`src/rtl/cla_seq_adder_pkg.sv`:
```
// Shared constants and FSM encoding for the slice-serial CLA adder.
package cla_seq_adder_pkg;
   localparam int SLICE_W = 4;

   typedef enum logic [1:0] {
      IDLE = 2'd0,
      CALC = 2'd1,
      DONE = 2'd2
   } state_t;
endpackage

```
`src/rtl/cla_seq_adder_cla.sv`:
```
// 4-bit carry-lookahead adder: one slice of the sequential wide adder.
module cla_adder
   import cla_seq_adder_pkg::*;
(
   input  logic [SLICE_W-1:0] A,
   input  logic [SLICE_W-1:0] B,
   input  logic               Cin,
   output logic [SLICE_W-1:0] Sum,
   output logic               Carry
);
   logic [SLICE_W-1:0] g, p;
   logic [SLICE_W:0]   c;

   assign g = A & B;
   assign p = A ^ B;

   // Flattened lookahead equations; no internal ripple.
   assign c[0] = Cin;
   assign c[1] = g[0] | (p[0] & Cin);
   assign c[2] = g[1] | (p[1] & g[0]) | (p[1] & p[0] & Cin);
   assign c[3] = g[2] | (p[2] & g[1]) | (p[2] & p[1] & g[0]) | (p[2] & p[1] & p[0] & Cin);
   assign c[4] = g[3] | (p[3] & g[2]) | (p[3] & p[2] & g[1]) | (p[3] & p[2] & p[1] & g[0])
               | (p[3] & p[2] & p[1] & p[0] & Cin);

   assign Sum   = p ^ c[SLICE_W-1:0];
   assign Carry = c[SLICE_W];
endmodule

```
`src/rtl/cla_seq_adder.sv`:
```
// WIDTH-bit adder that reuses one 4-bit CLA, one slice per clock, LSB first,
// with valid/ready handshakes on operand and result sides.
module cla_seq_adder
   import cla_seq_adder_pkg::*;
#(
   parameter int WIDTH = 16
) (
   input  logic             clk,
   input  logic             rst,
   input  logic             in_valid,
   output logic             in_ready,
   input  logic [WIDTH-1:0] A,
   input  logic [WIDTH-1:0] B,
   input  logic             Cin,
   output logic             out_valid,
   input  logic             out_ready,
   output logic [WIDTH-1:0] Sum,
   output logic             Carry,
   output logic             Overflow
);
   localparam int NSLICE = WIDTH / SLICE_W;
   localparam int IDX_W  = (NSLICE > 1) ? $clog2(NSLICE) : 1;

   generate
      if ((WIDTH % SLICE_W) != 0 || WIDTH < SLICE_W) begin : g_bad_width
         $error("cla_seq_adder: WIDTH must be a multiple of 4 and >= 4");
      end
   endgenerate

   state_t             state;
   logic [WIDTH-1:0]   a_r, b_r;
   logic               cy;
   logic [IDX_W-1:0]   idx;

   logic [SLICE_W-1:0] sl_a, sl_b, sl_sum;
   logic               sl_co, msb_cin, last;

   assign sl_a = a_r[idx*SLICE_W +: SLICE_W];
   assign sl_b = b_r[idx*SLICE_W +: SLICE_W];
   assign last = (idx == IDX_W'(NSLICE-1));
   // Carry into bit 3 of the slice, recovered from the sum bit.
   assign msb_cin = sl_sum[SLICE_W-1] ^ sl_a[SLICE_W-1] ^ sl_b[SLICE_W-1];

   cla_adder u_cla (
      .A     (sl_a),
      .B     (sl_b),
      .Cin   (cy),
      .Sum   (sl_sum),
      .Carry (sl_co)
   );

   always_ff @(posedge clk) begin
      if (rst) begin
         state     <= IDLE;
         in_ready  <= 1'b1;
         out_valid <= 1'b0;
         Sum       <= '0;
         Carry     <= 1'b0;
         Overflow  <= 1'b0;
         idx       <= '0;
         cy        <= 1'b0;
         a_r       <= '0;
         b_r       <= '0;
      end else begin
         case (state)
            IDLE: begin
               if (in_valid && in_ready) begin
                  a_r      <= A;
                  b_r      <= B;
                  cy       <= Cin;
                  idx      <= '0;
                  in_ready <= 1'b0;
                  state    <= CALC;
               end
            end
            CALC: begin
               Sum[idx*SLICE_W +: SLICE_W] <= sl_sum;
               cy <= sl_co;
               if (last) begin
                  Carry     <= sl_co;
                  Overflow  <= msb_cin ^ sl_co;
                  out_valid <= 1'b1;
                  state     <= DONE;
               end else begin
                  idx <= idx + 1'b1;
               end
            end
            DONE: begin
               if (out_ready) begin
                  out_valid <= 1'b0;
                  in_ready  <= 1'b1;
                  state     <= IDLE;
               end
            end
            default: state <= IDLE;
         endcase
      end
   end
endmodule

```
`config.mk`:
```
export PLATFORM = sky130hd
export DESIGN_NAME = cla_seq_adder
export DESIGN_NICKNAME = d
export VERILOG_FILES = /design/src/rtl/cla_seq_adder_pkg.sv /design/src/rtl/cla_seq_adder_cla.sv /design/src/rtl/cla_seq_adder.sv
export SDC_FILE = /design/constraint.sdc
export NUM_CORES = 1
export LEC_CHECK = 0
export CELL_PAD_IN_SITES_DETAIL_PLACEMENT = 1
export CELL_PAD_IN_SITES_GLOBAL_PLACEMENT = 1
export CORE_UTILIZATION = 33
export DETAILED_ROUTE_END_ITERATION = 16
export PLACE_DENSITY = 0.79
export REMOVE_ABC_BUFFERS = 1
export SLEW_MARGIN = 20
export SYNTH_ARGS = -nofsm -noshare
export SYNTH_HDL_FRONTEND = slang
export SYNTH_HIERARCHICAL = 1
export SYNTH_SLANG_ARGS = --single-unit
```
`constraint.sdc`:
```
create_clock -name clk -period 3 [get_ports clk]
set_input_delay 0.6 -clock clk [delete_from_list [all_inputs] [get_ports clk]]
set_output_delay 0.6 -clock clk [all_outputs]
set_load 0.02 [all_outputs]
```
# Yosys cells after proc, flatten, opt, wreduce, memory -nomap -nowiden
# Cells that the tools add are included.
op_classes:
  eq_ne: 7
  muxes: 16
  n_bitwise: 32
  n_reduce_logical: 12
  add_sub_neg: 2
  shifts: 4
ops:
  columns: ["op", "n"]
  rows:
  - ["4-bit negation with 34-bit output", 1]
  - ["4-bit by 34-bit variable shift with 16-bit output, first input constant", 1]
  - ["4-bit by 34-bit variable part select with 16-bit output", 1]
  - ["16-bit by 5-bit variable part select with 4-bit output", 2]
  - ["1-bit AND", 16]
  - ["16-bit bitwise mux", 1]
  - ["3-bit AND reduction", 4]
  - ["2-bit two-way mux", 5]
  - ["1-bit OR", 10]
  - ["2-bit != test, second input constant", 4]
  - ["4-bit XOR", 2]
  - ["1-bit case mux with 2 select lines", 3]
  - ["2-bit case mux with 3 select lines", 1]
  - ["2-bit AND reduction", 3]
  - ["2-bit nonzero test", 3]
  - ["1-bit two-way mux", 5]
  - ["4-bit AND", 1]
  - ["2-bit == test, second input constant", 2]
  - ["2-bit case mux with 2 select lines", 1]
  - ["1-bit XOR", 3]
  - ["2-bit by 1-bit adder with 2-bit output, second input constant", 1]
  - ["2-bit by 1-bit == test with 1-bit output, second input constant", 1]
  - ["2-bit zero test", 1]
  - ["1-bit logical AND", 1]
word_totals:
  out_inout_bits: 20
  inputBits: 37
  word_cells: 83
  reg_bits: 57

# Longest topological paths before layout
# Gate-level depths: netlist of the first run.
logic_depth:
  word_depth: 10
  ltp_mapped: 9
  ltp_nobuf: 8

# Hierarchy
# Netlist of the first run, hierarchy kept.
modules_own_cells:
  columns: ["mod", "area_per_inst_um2", "seq_area_each_um2", "instances", "cells_per_inst"]
  rows:
  - ["cla_seq_adder", 2403.6, 1141.1, 1, 276]
  - ["cla_adder", 147.6, 0.0, 1, 17]

# Worst setup path before layout of the first run
# Ideal clock, no wire load.
synth_path:
  kind: "register -> register"
  from: "reg idx[0]"
  to: "reg Overflow"
  period_less_slack_ns: 2.906
  arrival_time_ns: 2.827
  required_ns: 2.921
  slack_ns: 0.094
  stages_incl_launch_ff: 10
  setup_ns: 0.079
  path_buffers: 1
  path_cell_list: "dfxtp_1 > buf_2 > mux4_2 > ha_1 > a21o_1 > a31o_1 > xor2_1 > xor2_1 > xnor3_1 > a211oi_2"
synth_via:
  word_cells_on_any_way: 29
  classes_between: "eq/ne (1); shift (2); bitwise (25); reduce/logical (1)"
synth_rtl:
  columns: ["item", "line", "source"]
  rows:
  - ["from (decl)", "cla_seq_adder.sv:33", "logic [IDX_W-1:0] idx;"]
  - ["from (signal assigned)", "cla_seq_adder.sv:85", "idx <= idx + 1'b1;"]
  - ["16-bit by 5-bit variable part select with 4-bit output (*)", "cla_seq_adder.sv:38", "assign sl_a = a_r[idx*SLICE_W +: SLICE_W];"]
  - ["net sl_a[0]", "cla_seq_adder.sv:35", "logic [SLICE_W-1:0] sl_a, sl_b, sl_sum;"]
  - ["4-bit AND or 4-bit XOR (tied branches)", "cla_seq_adder_cla.sv:14, cla_seq_adder_cla.sv:15", null]
  - ["1-bit AND", "cla_seq_adder_cla.sv:21", "assign c[3] = g[2] | (p[2] & g[1]) | (p[2] & p[1] & g[0]) | (p[2] & p[1] & p[0] & Cin);"]
  - ["1-bit OR or 1-bit AND (tied branches)", "cla_seq_adder_cla.sv:21", null]
  - ["1-bit OR (*)", "cla_seq_adder_cla.sv:21", null]
  - ["4-bit XOR (*)", "cla_seq_adder_cla.sv:25", "assign Sum = p ^ c[SLICE_W-1:0];"]
  - ["net sl_sum[3]", "cla_seq_adder.sv:35", null]
  - ["1-bit XOR (*) (2 in a row)", "cla_seq_adder.sv:42", "assign msb_cin = sl_sum[SLICE_W-1] ^ sl_a[SLICE_W-1] ^ sl_b[SLICE_W-1];"]
  - ["1-bit XOR (*)", "cla_seq_adder.sv:81", "Overflow <= msb_cin ^ sl_co;"]
  - ["to (signal assigned)", "cla_seq_adder.sv:81", null]
  - ["to (decl)", "cla_seq_adder.sv:19", "output logic Overflow"]
# Mark *: on every way through the listed nets, which the timed path passes. The rest lies on a longest branch.
# A chain may end at the register's enable or synchronous reset.

# Worst setup path after layout of the first run
# Same ends and word-level chain as after synthesis.

==> flow_results.org, run 1 <==
** Global routing
- Largest net degree at the start of global routing :: 58
- Layer carrying the most global-route usage :: met2
- First-pass GRT wire length :: 11.3 mm
- The number of antenna violations at the first check in global routing was 0.
- Fraction of met1 tracks used by global routing :: 20.2%
- In the global route stage, met3 resource usage came out at 4.15%.
- The number of global-route vias before repair is 2350.
- After global routing the overflow that remains totals 0.
- Across every metal layer, demand over resource in global routing totals 17.8%.
- In the global route stage, met2 resource usage came out at 31.9%.

** Setup path
- Among cell families on the critical path, the largest total delay comes from compound AO/OA/AOI/OAI gates.
- STA classifies the critical path startpoint as a flip-flop.
- Traced cell by cell, the critical path runs through mux4_2 > ha_1 > a21o_1 > a31o_1 > xor2_1 > xor2_1 > xnor3_1 > a211oi_2.
- For the worst flop-to-flop path, the logic depth is 8.
- Critical path start-end classification :: flip-flop to flip-flop
- Endpoint kind of the worst setup timing path :: flip-flop
- STA puts the critical path data arrival time at 3.01 ns.
- The critical path contains buffers and inverters numbering 0 combined.
- Cell count along the critical path :: 8
- In this design, the stage delay of the slowest critical-path cell is 0.56 ns.
- Critical path's slowest cell :: sky130_fd_sc_hd__mux4_2
- Crit Path Max Fanout :: 7
- For the worst setup path, the data required time is 3.25 ns.
- Dominant cell type by count on the critical path :: sky130_fd_sc_hd__xor2_1

** Timing
- Final Skew :: 0.00974 ns
- For this run, the top clock speed supported by timing is 362 MHz.
- At the pin with the least slew margin, the transition time is 1.02 ns.
- Number of hold violations in the final report :: 0
- Remaining max-slew budget at the tightest pin :: 32.2%
- In the finished design, the share of the clock period the worst path needs comes to 92.0%.
- Setup violators final :: 0
- Total negative setup slack :: 0 ns
- Setup repair after global routing left no endpoint under its margin.
- For the finished layout, the period the worst path requires is 2.76 ns.
- The number of slew-limit violations in the final report is 0.

** Floorplanning
- Die Span X :: 89.9 um
- The floorplan step defined a core boundary enclosing 7370 um2.
- For this configuration, the core starts out at a cell density of 34.6%.
- Die Footprint :: 8090 um2
- From bottom edge to top edge, the die measures 89.9 um.
- Num rows :: 31
- IO Pins :: 57

** Routing
- Dividing the detail-routed wire length by the instance count gives 14.6 um.
- Pre-Repair DR Iteration Count :: 4
- Vias after detailed routing :: 2248
- The detail route stage leaves a number of antenna-violating nets equal to 0.
- Drt initial violations :: 80
- Post-detailed-route via-to-cell ratio :: 4.98
- Total length of routed wires :: 6.57 mm
- # DRC :: 0

** Synth
- A synthesized cell averages 8.71 um2.
- Count of unique library cells instantiated by Yosys :: 31
- The synthesized netlist occupies a cell area of 2550 um2.
- By area the synthesized netlist is led by sky130_fd_sc_hd__dfxtp_1, sky130_fd_sc_hd__nand2_1, sky130_fd_sc_hd__a21oi_1.
- Counting flops and latches in the post-synthesis netlist gives 57.
- Synth Warn # :: 6
- Counting every instance in the synthesized netlist gives 293.
- Library cell occupying the most area in the post-synthesis netlist :: sky130_fd_sc_hd__dfxtp_1
- Share of the synthesized area in the top cell type :: 44.7%
- Post-synthesis sequential area ratio :: 44.7%

** Clock network
- After clock tree synthesis, the clock-pin slew on the worst setup and hold paths is 0.07 ns.
- The H-tree was split into 3 levels.
- Number of clock sinks :: 57
- The number of setup buffers added after CTS is 0.
- The number of clock buffers added by TritonCTS is 9.
- Clock root buffer :: sky130_fd_sc_hd__clkbuf_8
- Insertion delay to the later sink of the worst-skew pair :: 0.34 ns
- The longest clock path from root to sink contains 2 buffers.
- TritonCTS clock tree :: built

** Placed design
- Area of placed instances :: 3220 um2
- Post-detailed-placement half-perimeter wirelength :: 4.70 mm
- During placement, the flow inserted port buffers numbering 56.
- The congestion estimate from routability-driven global placement came to 0.767.
- In this run, placement finished with an instance count of 435.

** Pwr
- Pwr/cell area :: 502 nW/um2
- Across the VDD grid, the largest voltage drop is 0.000195 V.
- For this design the static power due to leakage is 1.24 nW.

** Final layout
- Signed area change from the synthesized netlist to the final layout :: 32.2%
- Commonest non-fill, non-tap cell in the layout :: sky130_fd_sc_hd__nand2_1
- Summing all non-filler instances in the final layout gives an area of 3370 um2.
- 0 antenna diodes ended up in the layout.
- Nets :: 394
- The library cells used most frequently in the layout, excluding fill and tap cells, are sky130_fd_sc_hd__nand2_1, sky130_fd_sc_hd__dfxtp_1, sky130_fd_sc_hd__clkdlybuf4s50_1.
- Non-Filler Instances :: 451
- Of the cells placed in the final design, the portion with a size suffix greater than 1 is 9.09%.

** Run status
- The run finished with clean final reports.

** Min path
- The tightest min-delay check is of the flip-flop to flip-flop type.
- Worst Hold Path Cells :: 2

** Run
- Number of max-cap violations :: 0
==> area by class of cell <==
class | instances | area (um2)
Clock buffer | 12 | 135
Clock inverter | 4 | 20.0
Fill cell | 885 | 4000
Inverter | 6 | 22.5
Multi-Input combinational cell | 211 | 1330
Sequential cell | 57 | 1140
Tap cell | 99 | 124
Timing Repair Buffer | 62 | 601
==> stage by stage <==
stage / hold slack, ns / util [%] / worst slack, ns / power (mW)
3_5_place_dp: 0.448 / 43.7 / 0.0775 / 1.12
4_1_cts: 0.458 / 45.8 / 0.0601 / 1.71
2_1_floorplan: 0.425 / - / -0.469 / 0.987
5_1_grt: 0.486 / 45.8 / 0.119 / 1.77
3_3_place_gp: 0.439 / 43.7 / 0.234 / 1.11
6_report: 0.451 / 45.8 / 0.241 / 1.69
==> what timing repair did <==
item,in CTS,in global routing
hold buffers,0,0
endpoints found under the setup margin,0,1
resized for setup,0,1
==> state kept, by name (all words and copies together) (netlist names) <==
name       flops
Carry          1
Overflow       1
Sum           16
a_r           16
b_r           16
cy             1
idx            2
in_ready       1
out_valid      1
state          2
==> cell families (layout without fill, tap and decap cells) <==
family,Yosys count,in the layout,synth area share [%]
AOI/OAI and AO/OA,64,64,14.3
xor gates and xnor gates,5,5,2.26
muxes,8,8,7.21
adders and majority gates,10,10,5.20
DFF,57,57,44.7
and+or+nand+nor,124,124,22.6
buffers and inverters,25,84,3.78
==> cell usage after synthesis <==
| master | number |
|---|---|
| sky130_fd_sc_hd__nand3b_1 | 5 |
| sky130_fd_sc_hd__dfxtp_1 | 57 |
| sky130_fd_sc_hd__and3b_1 | 3 |
| sky130_fd_sc_hd__nand2b_1 | 4 |
| sky130_fd_sc_hd__xnor3_1 | 1 |
| sky130_fd_sc_hd__and4bb_2 | 1 |
| sky130_fd_sc_hd__buf_2 | 2 |
| sky130_fd_sc_hd__a21o_1 | 3 |
| sky130_fd_sc_hd__a32oi_1 | 4 |
| sky130_fd_sc_hd__a311oi_1 | 1 |
| sky130_fd_sc_hd__fa_1 | 1 |
| sky130_fd_sc_hd__xor2_1 | 2 |
| sky130_fd_sc_hd__clkbuf_1 | 17 |
| sky130_fd_sc_hd__a31o_1 | 1 |
| sky130_fd_sc_hd__xnor2_1 | 2 |
| sky130_fd_sc_hd__nand3_1 | 14 |
| sky130_fd_sc_hd__nor2_1 | 9 |
| sky130_fd_sc_hd__a21oi_1 | 52 |
| sky130_fd_sc_hd__nor4b_1 | 2 |
| sky130_fd_sc_hd__or3b_2 | 1 |
| sky130_fd_sc_hd__inv_1 | 6 |
| sky130_fd_sc_hd__nor2b_1 | 2 |
| sky130_fd_sc_hd__mux4_2 | 7 |
| sky130_fd_sc_hd__nor4bb_1 | 2 |
| sky130_fd_sc_hd__nand2_1 | 80 |
| sky130_fd_sc_hd__o21bai_1 | 1 |
| sky130_fd_sc_hd__ha_1 | 9 |
| sky130_fd_sc_hd__a211oi_2 | 1 |
| sky130_fd_sc_hd__mux4_1 | 1 |
| sky130_fd_sc_hd__nand4bb_1 | 1 |
| sky130_fd_sc_hd__a2bb2oi_1 | 1 |
==> layer usage <==
| layer | up-vias | wire length, um | share of wire, % |
|---|---|---|---|
| met5 | - | 0 | 0 |
| met4 | 0 | 88 | 1.3 |
| met3 | 10 | 245 | 3.7 |
| met2 | 49 | 3400 | 52 |
| met1 | 1077 | 2830 | 43 |
| li1 | 1112 | - | - |
==> worst register-to-register path, delay by kind of cell (launching register included) <==
kind	cells	cell delay (ns)
adders and majority gates	1	0.30
DFF	1	0.46
xor gates and xnor gates	3	0.67
muxes	1	0.56
AOI/OAI and AO/OA	3	0.68
==> power breakdown <==
| group | leakage [nW] | total, mW | switching, mW | internal [mW] |
|---|---|---|---|---|
| clock network | 0.0839 | 0.587 | 0.293 | 0.294 |
| logic | 0.694 | 0.282 | 0.146 | 0.135 |
| registers | 0.465 | 0.824 | 0.0302 | 0.794 |
==> final timing paths <==
| path | startpoint | to | slack (ns) |
|---|---|---|---|
| setup reg to reg | idx[0] | Overflow | 0.24 |
| setup / recovery | idx[0] | Overflow | 0.24 |
| hold / removal | Sum[4] | Sum[4] | 0.45 |
| hold reg to reg | Sum[4] | Sum[4] | 0.45 |
Note: power is estimated with default switching activity, not from simulation.
==> run 2, diff against run 1 <==
CORE_UTILIZATION = 35   (was 33)
CTS_BUF_LIST = sky130_fd_sc_hd__clkbuf_4 sky130_fd_sc_hd__clkbuf_8   (was not set)
PLACE_DENSITY = 0.83   (was 0.79)
==> flow_results.org, run 2 (same netlist as run 1, synthesis figures left out) <==
** Run status
- The flow ran to the end, and the final reports show no timing, DRC or antenna violations.

** Timing
- The shortest clock period the worst path allows after layout came to 2.76 ns (+0.00132 ns).
- Final Skew :: 0.00828 ns (-0.00146 ns)
- The count of endpoints failing hold in the final timing report was 0 (unchanged).
- Fmax :: 362 MHz (about the same)
- Final max-slew violation count :: 0 (unchanged)
- The number of failing setup endpoints in the final timing report was 0 (unchanged).
- Remaining max-slew budget at the tightest pin :: 33.6% (+1.4 points)
- The final setup TNS came to 0 ns (unchanged).
- The post-route fraction of the period consumed by the critical path came to 92.0% (about the same).
- RSZ-0062 raised after global routing :: no
- Worst hold slack after final layout :: 0.453 ns (+0.00137 ns)
- The transition time at the pin with the least slew margin is 0.996 ns (-0.0214 ns).

** Clock network
- The CTS clock-pin slew for the worst setup and hold paths was 0.07 ns (about the same).
- The insertion delay of the later-clocked pin in the worst-skew pair is 0.34 ns (about the same).
- The clock buffer count from CTS was 9 (unchanged).
- TritonCTS clock tree :: built
- Maximum level of the CTS H-tree :: 3 (unchanged)
- The number of sinks handled by clock tree synthesis is 57 (unchanged).
- CTS Buffer Depth :: 2 (unchanged)
- Clock root buffer :: sky130_fd_sc_hd__clkbuf_8
- The number of buffers inserted by hold repair at cts came to 0 (unchanged).

** Placed design
- Count of buffers from port buffering :: 56 (unchanged)
- The placer congestion estimate came to 0.739 (-3.6%).
- Post-detailed-placement half-perimeter wirelength :: 4.51 mm (-4.0%)
- The standard cell area after detailed placement is 3210 um2 (-0.35%).

** Min path
- For hold timing, the worst endpoint is Sum[10].
- Worst Hold Path Cells :: 2 (unchanged)
- The startpoint identified for the worst hold timing path is Sum[10].
- Type of the most critical hold path :: flip-flop to flip-flop

** Routing
- Routed length per placed instance :: 14.3 um (-1.9%)
- Post-detailed-route via-to-cell ratio :: 5.01 (+0.45%)
- The final wirelength is 6.39 mm (-2.8%).
- The violation count after the first detailed-route iteration is 85 (+6.3%).
- # DRC :: 0 (unchanged)
- The iteration count of the initial detailed-routing pass is 4 (unchanged).
- The number of vias in the routed layout was 2238 (-0.44%).
- The number of nets still failing antenna checks after routing came to 0 (unchanged).

** Setup path
- Required time at the endpoint of the critical path :: 3.26 ns (about the same)
- The arrival time reported for the critical path endpoint is 3.02 ns (about the same).
- Reg-to-reg startpoint :: idx[1]
- Critical path start-end classification :: flip-flop to flip-flop
- Number of cells traversed by the worst register-to-register path :: 8 (unchanged)
- Reg2Reg Capture Point :: Overflow
- The maximum fanout along the worst path came to 12 (+5).
- STA classifies the critical path endpoint as a flip-flop.
- The register-to-register setup slack is 0.24 ns (about the same).
- STA classifies the critical path startpoint as a flip-flop.

** Global routing
- Largest net degree at the start of global routing :: 58 (unchanged)
- First-pass GRT wire length :: 10.7 mm (-5.6%)
- Total grt overflow :: 0 (unchanged)
- The global-route total usage across every layer is 18.7% (+0.90 points).
- The number of global-route vias before repair is 2276 (-3.1%).
- Initial antenna violation count :: 0 (unchanged)

** Final layout
- The library cells used most frequently in the layout, excluding fill and tap cells, are sky130_fd_sc_hd__nand2_1, sky130_fd_sc_hd__dfxtp_1, sky130_fd_sc_hd__clkdlybuf4s50_1.
- Area taken by multi-input logic gates :: 1330 um2 (unchanged)
- Regs by FF count :: Sum: 16 flops, a_r: 16 flops, b_r: 16 flops
- Nets :: 393 (-0.25%)
- The fraction of layout instances using a drive strength above 1 is 9.69% (+0.60 points).
- The footprint of the flip-flops and latches was 1140 um2 (unchanged).
- The number of diodes added for antenna fixing came to 0 (unchanged).
- Leaving out fill and tap cells, the most frequent cell in the layout is sky130_fd_sc_hd__nand2_1.
- The number of fillers in the final layout is 825 (-6.8%).
- Final cell utilization of the core :: 49.7% (+4.0 points)
- Post-route cell area :: 3440 um2 (+1.9%)
- Signed area change from the synthesized netlist to the final layout :: 34.7%

** Pwr
- The cell area power density is 560 nW/um2 (+12%).
- The peak supply drop was 0.000258 V (+32%).
- The total power draw is 1.92 mW (+14%).
- The leakage power is 1.26 nW (+1.3%).

** Floorplanning
- The core outline area is 6910 um2 (-6.3%).
- The initial core utilization came to 36.9% (+2.3 points).
- The placement row count was 30 (-3.2%).
- Die Span X :: 87.4 um (-2.8%)
- The height of the die was 87.4 um (-2.8%).
- IO Pins :: 57 (unchanged)
- The area enclosed by the die boundary came to 7630 um2 (-5.6%).

** Run
- Number of max-cap violations :: 0 (unchanged)
run 2: cell types whose count changed in the layout (fill, tap and decap cells not counted):
cell                         change
sky130_fd_sc_hd__clkinvlp_4      +3
sky130_fd_sc_hd__clkinv_4        +1
sky130_fd_sc_hd__bufinv_16       +2
sky130_fd_sc_hd__clkbuf_1        -3
sky130_fd_sc_hd__clkbuf_8        +1
sky130_fd_sc_hd__clkinv_2        -4
sky130_fd_sc_hd__buf_4           -1
run 2: area by class of cell:
type / count / area share [%]
clock inverters: 6 / 2.66
clock buffers: 10 / 4.01
inverters: 6 / 0.655
repair buffers: 61 / 17.3
well taps: 96 / 3.50
multi-input cells: 211 / 38.7
flip-flops and latches: 57 / 33.2
run 2: layer usage:
metal  global-route usage [%]  part of all wire [%]
met2                     32.8                    50
met1                     21.4                    44
met4                     8.05                   1.8
met3                     4.74                   3.8
met5                        0                     0
run 2: timing repair:
item                       4_1_cts  5_1_grt
setup endpoints to repair        0        1
hold endpoints to repair         0        0
setup buffers                    0        0
resized for setup                0        1
run 2: power breakdown:
group | internal, mW | switching [mW]
Sequential | 0.794 | 0.0313
Combinational | 0.135 | 0.144
Clock | 0.491 | 0.330
run 2: worst max-delay path by stage:
stage               startpoint        to  slack, ns  cells after the start
floorplan             in_valid        cy      -0.47                      3
global placement        idx[0]  Overflow       0.24                      8
detailed placement      idx[0]  Overflow        0.1                      8
CTS                     idx[0]  Overflow       0.08                      8
global route            idx[1]  Overflow       0.06                      8
finish                  idx[1]  Overflow       0.24                      8
run 2: critical path: stages, from the launching register on:
cell	delay, ns
sky130_fd_sc_hd__dfxtp_1	0.62
sky130_fd_sc_hd__mux4_2	0.40
sky130_fd_sc_hd__ha_1	0.30
sky130_fd_sc_hd__a21o_1	0.19
sky130_fd_sc_hd__a31o_1	0.25
sky130_fd_sc_hd__xor2_1	0.24
sky130_fd_sc_hd__xor2_1	0.20
sky130_fd_sc_hd__xnor3_1	0.24
sky130_fd_sc_hd__a211oi_2	0.22
run 2: stage by stage:
step | std cells | worst slack (ns)
after detailed placement | 431 | 0.0999
final | 447 | 0.239
after floorplan | 274 | -0.469
after global routing | 447 | 0.0624
after CTS | 447 | 0.0824
after global placement | 431 | 0.240
